==> config.mk <==
export PLATFORM = sky130hd
export DESIGN_NAME = cpu_rf_wb_flat
export DESIGN_NICKNAME = d
export VERILOG_FILES = /design/src/rtl/cpu_rf_wb_if.sv /design/src/rtl/cpu_rf_wb.sv /design/src/flat_wrapper.sv
export SDC_FILE = /design/constraint.sdc
export NUM_CORES = 1
export LEC_CHECK = 0
export CORE_UTILIZATION = 25
export CTS_BUF_LIST = sky130_fd_sc_hd__clkbuf_16
export DETAILED_ROUTE_END_ITERATION = 10
export GPL_TIMING_DRIVEN = 0
export SLEW_MARGIN = 20
export SYNTH_ARGS = -nofsm -noshare
export SYNTH_HDL_FRONTEND = slang
export SYNTH_SLANG_ARGS = --single-unit
==> constraint.sdc <==
create_clock -name clk -period 3.7 [get_ports clk]
set_clock_uncertainty 0.2 [all_clocks]
set_input_delay 0.555 -clock clk [delete_from_list [all_inputs] [get_ports clk]]
set_output_delay 0.555 -clock clk [all_outputs]
set_load 0.01 [all_outputs]
==> src/rtl/cpu_rf_wb_if.sv <==
// Writeback-stage bus: two result producers, decode issue, register-file write port and status.
// The master side drives results and issues; the slave side is the writeback stage.
interface cpu_rf_wb_if #(
  parameter int unsigned DW = 32,
  parameter int unsigned RN = 16
);
  localparam int unsigned SW = $clog2(RN);

  logic          alu_vld;
  logic          alu_rdy;
  logic [SW-1:0] alu_sel;
  logic [DW-1:0] alu_data;

  logic          mem_vld;
  logic          mem_rdy;
  logic [SW-1:0] mem_sel;
  logic [DW-1:0] mem_data;

  logic          iss_vld;
  logic [SW-1:0] iss_sel;
  logic [RN-1:0] busy;

  logic          wrt_en;
  logic [SW-1:0] wrt_sel;
  logic [DW-1:0] wrt_data;

  logic          empty;
  logic          err;

  modport master (
    output alu_vld, alu_sel, alu_data,
    output mem_vld, mem_sel, mem_data,
    output iss_vld, iss_sel,
    input  alu_rdy, mem_rdy, busy,
    input  wrt_en, wrt_sel, wrt_data, empty, err
  );

  modport slave (
    input  alu_vld, alu_sel, alu_data,
    input  mem_vld, mem_sel, mem_data,
    input  iss_vld, iss_sel,
    output alu_rdy, mem_rdy, busy,
    output wrt_en, wrt_sel, wrt_data, empty, err
  );
endinterface

==> src/rtl/cpu_rf_wb.sv <==
// CPU writeback stage: arbitrates ALU/load results into an in-order FIFO, retires one
// register write per cycle, tracks pending writes per register and drops writes to R0.
module cpu_rf_wb #(
  parameter int unsigned DEPTH = 4,
  parameter int unsigned DW    = 32,
  parameter int unsigned RN    = 16
) (
  input  logic         clk,
  input  logic         rst_n,
  cpu_rf_wb_if.slave   bus
);

  localparam int unsigned AW = $clog2(DEPTH);
  localparam int unsigned CW = AW + 1;
  localparam int unsigned SW = $clog2(RN);

  typedef struct packed {
    logic [SW-1:0] sel;
    logic [DW-1:0] data;
  } wb_entry_t;

  wb_entry_t     fifo_q [DEPTH];
  logic [AW-1:0] wr_ptr_q;
  logic [AW-1:0] rd_ptr_q;
  logic [CW-1:0] count_q;

  logic [RN-1:0] busy_q;
  logic [RN-1:0] busy_nxt;
  logic          wrt_en_q;
  logic [SW-1:0] wrt_sel_q;
  logic [DW-1:0] wrt_data_q;
  logic          err_q;

  logic          full;
  logic          pop;
  logic          push_mem;
  logic          push_alu;
  logic          push;
  wb_entry_t     push_entry;
  wb_entry_t     head;
  logic          head_r0;

  // Full is judged on the current count only, so a same-cycle pop never frees a slot
  assign full     = (count_q == CW'(DEPTH));
  assign pop      = (count_q != '0);
  assign push_mem = bus.mem_vld & ~full;
  assign push_alu = bus.alu_vld & ~full & ~bus.mem_vld;
  assign push     = push_mem | push_alu;
  assign head     = fifo_q[rd_ptr_q];
  assign head_r0  = (head.sel == '0);

  // Memory producer has fixed priority over the ALU
  always_comb begin
    push_entry = '0;
    if (push_mem) begin
      push_entry.sel  = bus.mem_sel;
      push_entry.data = bus.mem_data;
    end else begin
      push_entry.sel  = bus.alu_sel;
      push_entry.data = bus.alu_data;
    end
  end

  // Result storage needs no reset: validity is tracked by the count
  always_ff @(posedge clk) begin
    if (push) begin
      fifo_q[wr_ptr_q] <= push_entry;
    end
  end

  // Pointers wrap naturally since DEPTH is a power of two
  always_ff @(posedge clk or negedge rst_n) begin
    if (!rst_n) begin
      wr_ptr_q <= '0;
      rd_ptr_q <= '0;
      count_q  <= '0;
    end else begin
      if (push) begin
        wr_ptr_q <= wr_ptr_q + AW'(1);
      end
      if (pop) begin
        rd_ptr_q <= rd_ptr_q + AW'(1);
      end
      case ({push, pop})
        2'b10:   count_q <= count_q + CW'(1);
        2'b01:   count_q <= count_q - CW'(1);
        default: count_q <= count_q;
      endcase
    end
  end

  // A new issue to a register beats the retire of its older write in the same cycle
  always_comb begin
    busy_nxt = busy_q;
    if (pop && !head_r0) begin
      busy_nxt[head.sel] = 1'b0;
    end
    if (bus.iss_vld && (bus.iss_sel != '0)) begin
      busy_nxt[bus.iss_sel] = 1'b1;
    end
    busy_nxt[0] = 1'b0;
  end

  // Register-file write port; sel/data hold their last value while idle
  always_ff @(posedge clk or negedge rst_n) begin
    if (!rst_n) begin
      busy_q     <= '0;
      wrt_en_q   <= 1'b0;
      wrt_sel_q  <= '0;
      wrt_data_q <= '0;
      err_q      <= 1'b0;
    end else begin
      busy_q   <= busy_nxt;
      wrt_en_q <= pop & ~head_r0;
      if (pop && !head_r0) begin
        wrt_sel_q  <= head.sel;
        wrt_data_q <= head.data;
      end
      if (pop && head_r0 && (head.data != '0)) begin
        err_q <= 1'b1;
      end
    end
  end

  assign bus.mem_rdy  = ~full;
  assign bus.alu_rdy  = ~full & ~bus.mem_vld;
  assign bus.busy     = busy_q;
  assign bus.wrt_en   = wrt_en_q;
  assign bus.wrt_sel  = wrt_sel_q;
  assign bus.wrt_data = wrt_data_q;
  assign bus.empty    = (count_q == '0) & ~wrt_en_q;
  assign bus.err      = err_q;

endmodule
==> src/flat_wrapper.sv <==
// flat-port wrapper written by rule: the top's interface ports become plain ports
module cpu_rf_wb_flat 
#(
  parameter int unsigned DEPTH = 4,
  parameter int unsigned DW    = 32,
  parameter int unsigned RN    = 16
)
  (clk, rst_n, bus_alu_vld, bus_alu_sel, bus_alu_data, bus_mem_vld, bus_mem_sel, bus_mem_data, bus_iss_vld, bus_iss_sel, bus_alu_rdy, bus_mem_rdy, bus_busy, bus_wrt_en, bus_wrt_sel, bus_wrt_data, bus_empty, bus_err);
  cpu_rf_wb_if #(.DW(DW), .RN(RN)) bus_i ();
  input  logic clk;
  input  logic rst_n;
  input wire logic [$bits(bus_i.alu_vld)-1:0] bus_alu_vld;
  input wire logic [$bits(bus_i.alu_sel)-1:0] bus_alu_sel;
  input wire logic [$bits(bus_i.alu_data)-1:0] bus_alu_data;
  input wire logic [$bits(bus_i.mem_vld)-1:0] bus_mem_vld;
  input wire logic [$bits(bus_i.mem_sel)-1:0] bus_mem_sel;
  input wire logic [$bits(bus_i.mem_data)-1:0] bus_mem_data;
  input wire logic [$bits(bus_i.iss_vld)-1:0] bus_iss_vld;
  input wire logic [$bits(bus_i.iss_sel)-1:0] bus_iss_sel;
  output wire logic [$bits(bus_i.alu_rdy)-1:0] bus_alu_rdy;
  output wire logic [$bits(bus_i.mem_rdy)-1:0] bus_mem_rdy;
  output wire logic [$bits(bus_i.busy)-1:0] bus_busy;
  output wire logic [$bits(bus_i.wrt_en)-1:0] bus_wrt_en;
  output wire logic [$bits(bus_i.wrt_sel)-1:0] bus_wrt_sel;
  output wire logic [$bits(bus_i.wrt_data)-1:0] bus_wrt_data;
  output wire logic [$bits(bus_i.empty)-1:0] bus_empty;
  output wire logic [$bits(bus_i.err)-1:0] bus_err;
  assign bus_i.alu_vld = bus_alu_vld;
  assign bus_i.alu_sel = bus_alu_sel;
  assign bus_i.alu_data = bus_alu_data;
  assign bus_i.mem_vld = bus_mem_vld;
  assign bus_i.mem_sel = bus_mem_sel;
  assign bus_i.mem_data = bus_mem_data;
  assign bus_i.iss_vld = bus_iss_vld;
  assign bus_i.iss_sel = bus_iss_sel;
  assign bus_alu_rdy = bus_i.alu_rdy;
  assign bus_mem_rdy = bus_i.mem_rdy;
  assign bus_busy = bus_i.busy;
  assign bus_wrt_en = bus_i.wrt_en;
  assign bus_wrt_sel = bus_i.wrt_sel;
  assign bus_wrt_data = bus_i.wrt_data;
  assign bus_empty = bus_i.empty;
  assign bus_err = bus_i.err;
  cpu_rf_wb #(.DEPTH(DEPTH), .DW(DW), .RN(RN)) u_core (.clk(clk), .rst_n(rst_n), .bus(bus_i));
endmodule
Yosys cells after proc, flatten, opt, wreduce, memory -nomap -nowiden
Memory sizes are Yosys's and may differ from the RTL's.
Index checks and enable logic that the tools add are counted.
- flip-flop bits (word level): 60
- memory bits (writable): 144
- bits of input ports: 81
- memories kept: 1
- add/subtract/negate cells: 4
- magnitude comparators: 4
- equal/unequal tests: 3
- muxes and demuxes: 10
- bitwise operators: 14
- reductions and logical operators: 13
- memories (memory ; words ; bits a word ; read ports ; clocked after memory_dff ; wr ports ; RTL line ; source):
    u_core.fifo_q ; 4 ; 36 ; 1 ; 0 ; 1 ; cpu_rf_wb.sv:22 ; wb_entry_t fifo_q [DEPTH];
- operators by type and width (kind ; count):
    $mux W36 ; 1
    $mux W16 ; 2
    $reduce_bool A32 Y1 ; 1
    $and A16 B16 Y16 ; 1
    $not A16 Y16 ; 1
    $or A16 B16 Y16 ; 1
    $lt A4 B5 Y1 const B ; 2
    $demux W1 S4 ; 2
    $ge A4 B1 Y1 const B ; 2
    $and A1 B1 Y1 ; 6
    $logic_and A1 B1 Y1 ; 6
    $pmux W3 S2 ; 1
    $add A2 B1 Y2 const B ; 2
    $logic_not A4 Y1 ; 1
    $mux W1 ; 4
    $not A1 Y1 ; 4
    $reduce_bool A4 Y1 ; 1
    $add A3 B1 Y3 const B ; 1
    $eq A3 B3 Y1 const B ; 1
    $logic_not A3 Y1 ; 1
    $reduce_bool A3 Y1 ; 1
    $sub A3 B1 Y3 const B ; 1
    $eq A2 B1 Y1 const B ; 1
    $eq A2 B2 Y1 const B ; 1
    other kinds (3) ; 3

Depth between registers and ports, before layout
An unclocked memory read counts as a cell.
- word-level depth: 10
- depth in mapped cells: 10

Worst setup path before layout
No wires, ideal clock.
- path type: reg2reg
- from: register u_core.rd_ptr_q[0]
- to: register u_core.wrt_data_q[10] (netlist: u_core.bus.wrt_data[10])
- arrival time: 2.260 ns
- required time: 3.375 ns
- path slack: 1.115 ns
- cell stages (with the launch flop): 7
- buffers on the path: 2
- period minus slack after synthesis: 2.585 ns
- path through: dfrtp_1 buf_6 mux4_2 or2_4 o31ai_4 buf_6 mux2_2
- cells in the longest elaborated chain, start to end: 4
- ends and longest elaborated chain (item ; RTL line ; source):
    start: declaration ; cpu_rf_wb.sv:24 ; logic [AW-1:0] rd_ptr_q;
    start signal: assignment ; cpu_rf_wb.sv:82 ; rd_ptr_q <= rd_ptr_q + AW'(1);
    $mem_v2 Z4 W36 (*) ; - ;
    $logic_not A4 Y1 ; cpu_rf_wb.sv:50 ; assign head_r0 = (head.sel == '0);
    $logic_not A1 Y1 ; cpu_rf_wb.sv:115 ; if (pop && !head_r0) begin
    $logic_and A1 B1 Y1 ; cpu_rf_wb.sv:115 ;
    end signal: assignment ; cpu_rf_wb.sv:117 ; wrt_data_q <= head.data;
    end: declaration ; cpu_rf_wb.sv:31 ; logic [DW-1:0] wrt_data_q;
Mark *: on every way between the ends. The rest lies on a longest branch, timed or not.
A chain may end at the register's enable or synchronous reset.

Worst setup path after layout
- from: register u_core.rd_ptr_q[1]
- to: register u_core.err_q (netlist: u_core.bus.err)
- cells in the longest elaborated chain, start to end: 4
- elaborated cells on any way between the ends: 5
- those cells by class: reduce/logical (4); memory (1)
- ends and longest elaborated chain (item ; RTL line ; source):
    $mem_v2 Z4 W36 (*) ; - ;
    branches (longest 2 deep; another with $reduce_bool A32 Y1) ; - ;
    $logic_and A1 B1 Y1 (*) ; cpu_rf_wb.sv:119 ; if (pop && head_r0 && (head.data != '0)) begin
    end signal: assignment ; cpu_rf_wb.sv:111 ; err_q <= 1'b0;
    end signal: assignment ; cpu_rf_wb.sv:120 ; err_q <= 1'b1;
    end: declaration ; cpu_rf_wb.sv:32 ; logic err_q;
Every way passes the cells marked *.

==> impl_metrics.json <==
{
  "fp.coreArea_um2": 31800,
  "numCtsBuffers": 23,
  "initial_utilization": 0.256,
  "multi_input_area_um2": 2190,
  "clockBufferDepth": 3,
  "start_kind": "flop",
  "die_h_um": 183,
  "num_vias": 4436,
  "synth-seq-area-share": 0.715,
  "htree_levels": 1,
  "drive_above_1_share": 0.255,
  "synthCells": 432,
  "cts_resized": 0,
  "post-cts-setup-buffers": 0,
  "crit_path_end_kind": "flop",
  "overflow": 0,
  "tns_ns": 0,
  "via_per_inst": 4.22,
  "port_buffers": 136,
  "hold_depth": 2,
  "seqCellArea_um2": 5830,
  "maxSlewHeadroom": 0.366,
  "synth_mux_area_frac": 0.195,
  "dpl.hpwl_mm": 14.0,
  "r2r_start": "u_core.rd_ptr_q[1]",
  "grt_max_degree": 33,
  "synth_edf_count": 144,
  "wire_per_inst_um": 19.0,
  "synthesis.nets": 519,
  "dieArea_um2": 33300,
  "fillerInstances": 3059,
  "synthAdderAreaFrac": 0.0101,
  "row_count": 65,
  "synth_top_area_cell": "edfxtp_1",
  "syn_area_um2": 8150,
  "ys_ff_latch": 204,
  "hold_start": "u_core.bus.err",
  "rsz0062_at_grt": "false",
  "fin_hold_ws_ns": 0.269,
  "finalPower_uw": 9430,
  "final_util": 0.341,
  "ys_async_sr_fraction": 0.294,
  "cts_root_buffer": "clkbuf_16",
  "min_period_ns": 3.46,
  "regToRegSetupSlack_ns": 0.24,
  "grt_pass1_vias": 4696,
  "synth_cell_type_count": 36,
  "grtUsageTotal": 0.122,
  "synth_top_area_frac": 0.531,
  "drv_slew": 0,
  "yosysMostFrequentCell": "edfxtp_1",
  "finalCritPeriodShare": 0.936,
  "setup_violations": 0,
  "grt_antenna_before_repair": 0,
  "crit_start": "u_core.rd_ptr_q[1]",
  "crit_fanout": 10,
  "grt_pass1_wl_mm": 29.8,
  "clock_sinks": 204,
  "r2r-end": "u_core.bus.err",
  "nNetsFinal": 686,
  "worstPathArrival_ns": 3.63,
  "post-route-cell-area_um2": 10900,
  "worst_r2r_path_depth": 7,
  "synth_top_cells_by_count": "edfxtp_1, mux2_2, dfrtp_1",
  "synth-compound-area-share": 0.0252,
  "num_antenna_cells": 0,
  "drtPass1Iterations": 4,
  "status": "finished clean",
  "drt_wl_total_mm": 19.9,
  "leakagePower_uw": 0.00378,
  "ys.flop_type": "edfxtp_1",
  "drc": 0,
  "cp_data_required_time_ns": 3.87,
  "cap_violations": 0,
  "worstSkewPairLatency_ns": 0.50,
  "crit_end": "u_core.bus.err",
  "synth_top_family_by_area": "multiplexers",
  "syn_area_per_cell_um2": 18.9,
  "min_path_type": "reg -> reg",
  "ioPinCount": 138,
  "synthXorXnorAreaFrac": 0.00645,
  "drt.antenna.violating_nets": 0,
  "max_freq_mhz": 289,
  "gp_congestion": 0.707,
  "dpl_cell_area_um2": 10200,
  "synth-simple-area-share": 0.0318,
  "syn_to_final_growth_pct": 33.3,
  "cts_tree": "built",
  "drt_iter0_drc": 271,
  "power.density_nw_per_um2": 869,
  "finalHoldViolations": 0,
  "synth.area.top_cells": "edfxtp_1, dfrtp_1, mux4_2",
  "die_x_um": 183,
  "path_class": "reg -> reg",
  "yosys_warnings": 0,
  "vdd_drop_max_v": 0.000321,
  "path_clk_slew_ns": 0.06,
  "tightest_slew_ns": 0.951
}
[flip-flops by register name (all words and copies together) (netlist names)]
signal,count
u_core.bus.busy,15
u_core.bus.wrt_en,1
u_core.rd_ptr_q,2
u_core.fifo_q,144
u_core.count_q,3
u_core.wr_ptr_q,2
u_core.bus.wrt_sel,4
u_core.bus.err,1
u_core.bus.wrt_data,32
[power breakdown]
group	internal, uW	leakage, uW	switching [uW]
combinational	1800	0.00139	1860
clock	1200	0.000354	871
sequential	3420	0.00203	273
total	6420	0.00378	3010
[worst max-delay path, stage by stage, from the launching register on]
cell and delay, ns:
dfrtp_1 0.32, clkbuf_1 0.54, clkbuf_1 0.71, mux4_2 0.49, nor4_1 0.49, nand4_1 0.14, nor2_1 0.34, o31ai_1 0.10
[area by class of cell]
| class | count | area share |
|---|---|---|
| plain buffers | 16 | 0.00911 |
| flip-flops and latches | 204 | 0.537 |
| well taps | 435 | 0.0501 |
| multi-input cells | 203 | 0.202 |
| clock inverters | 18 | 0.0105 |
| clock buffers | 23 | 0.0530 |
| inverters | 9 | 0.00311 |
| repair buffers | 142 | 0.135 |
[repair_timing]
item | CTS | global route
hold buffers | 1 | 0
endpoints found under the hold margin | 31 | 0
endpoints found under the setup margin | 0 | 0
[layout by cell type (no fill, tap or decap), drive strengths merged, types with 4 or more instances in the layout]
| cell | n |
|---|---|
| clkbuf | 30 |
| nand2 | 16 |
| inv | 16 |
| mux4 | 36 |
| nor2 | 5 |
| clkdlybuf4s50 | 135 |
| o21ai | 31 |
| dfrtp | 60 |
| edfxtp | 144 |
| nor4 | 8 |
| mux2 | 68 |
| clkinv | 8 |
| ha | 5 |
| and2 | 4 |
| buf | 15 |
[routing by layer]
metal / track usage / wire (um)
met1: 0.158 / 8750
met2: 0.207 / 9840
met3: 0.0283 / 1030
met4: 0.0232 / 319
met5: 0 / 0
[kinds of logic after synthesis]
kind of cell | after synthesis
adders and majority gates | 6
buffers and inverters | 25
xor gates and xnor gates | 6
AOI/OAI and AO/OA | 36
muxes | 105
and+or+nand+nor | 49
other | 1
DFF | 204
[stage by stage]
stage / cells / worst slack (ns)
finish: 1050 / 0.237
global route: 1050 / 0.0907
CTS: 1050 / 0.0499
detailed placement: 1008 / 0.138
global placement: 1003 / -0.559
floorplan: 432 / 1.12
[how the worst min path moves through the flow]
stage / to / slack (ns)
4_1_cts: u_core.bus.err / 0.28
3_5_place_dp: u_core.bus.wrt_sel[3] / 0.27
5_1_grt: u_core.bus.err / 0.31
6_report: u_core.bus.err / 0.27
2_1_floorplan: u_core.bus.busy[10] / 0.06
3_3_place_gp: u_core.bus.err / 0.26
No activity file was read; power rests on OpenSTA's default activity.
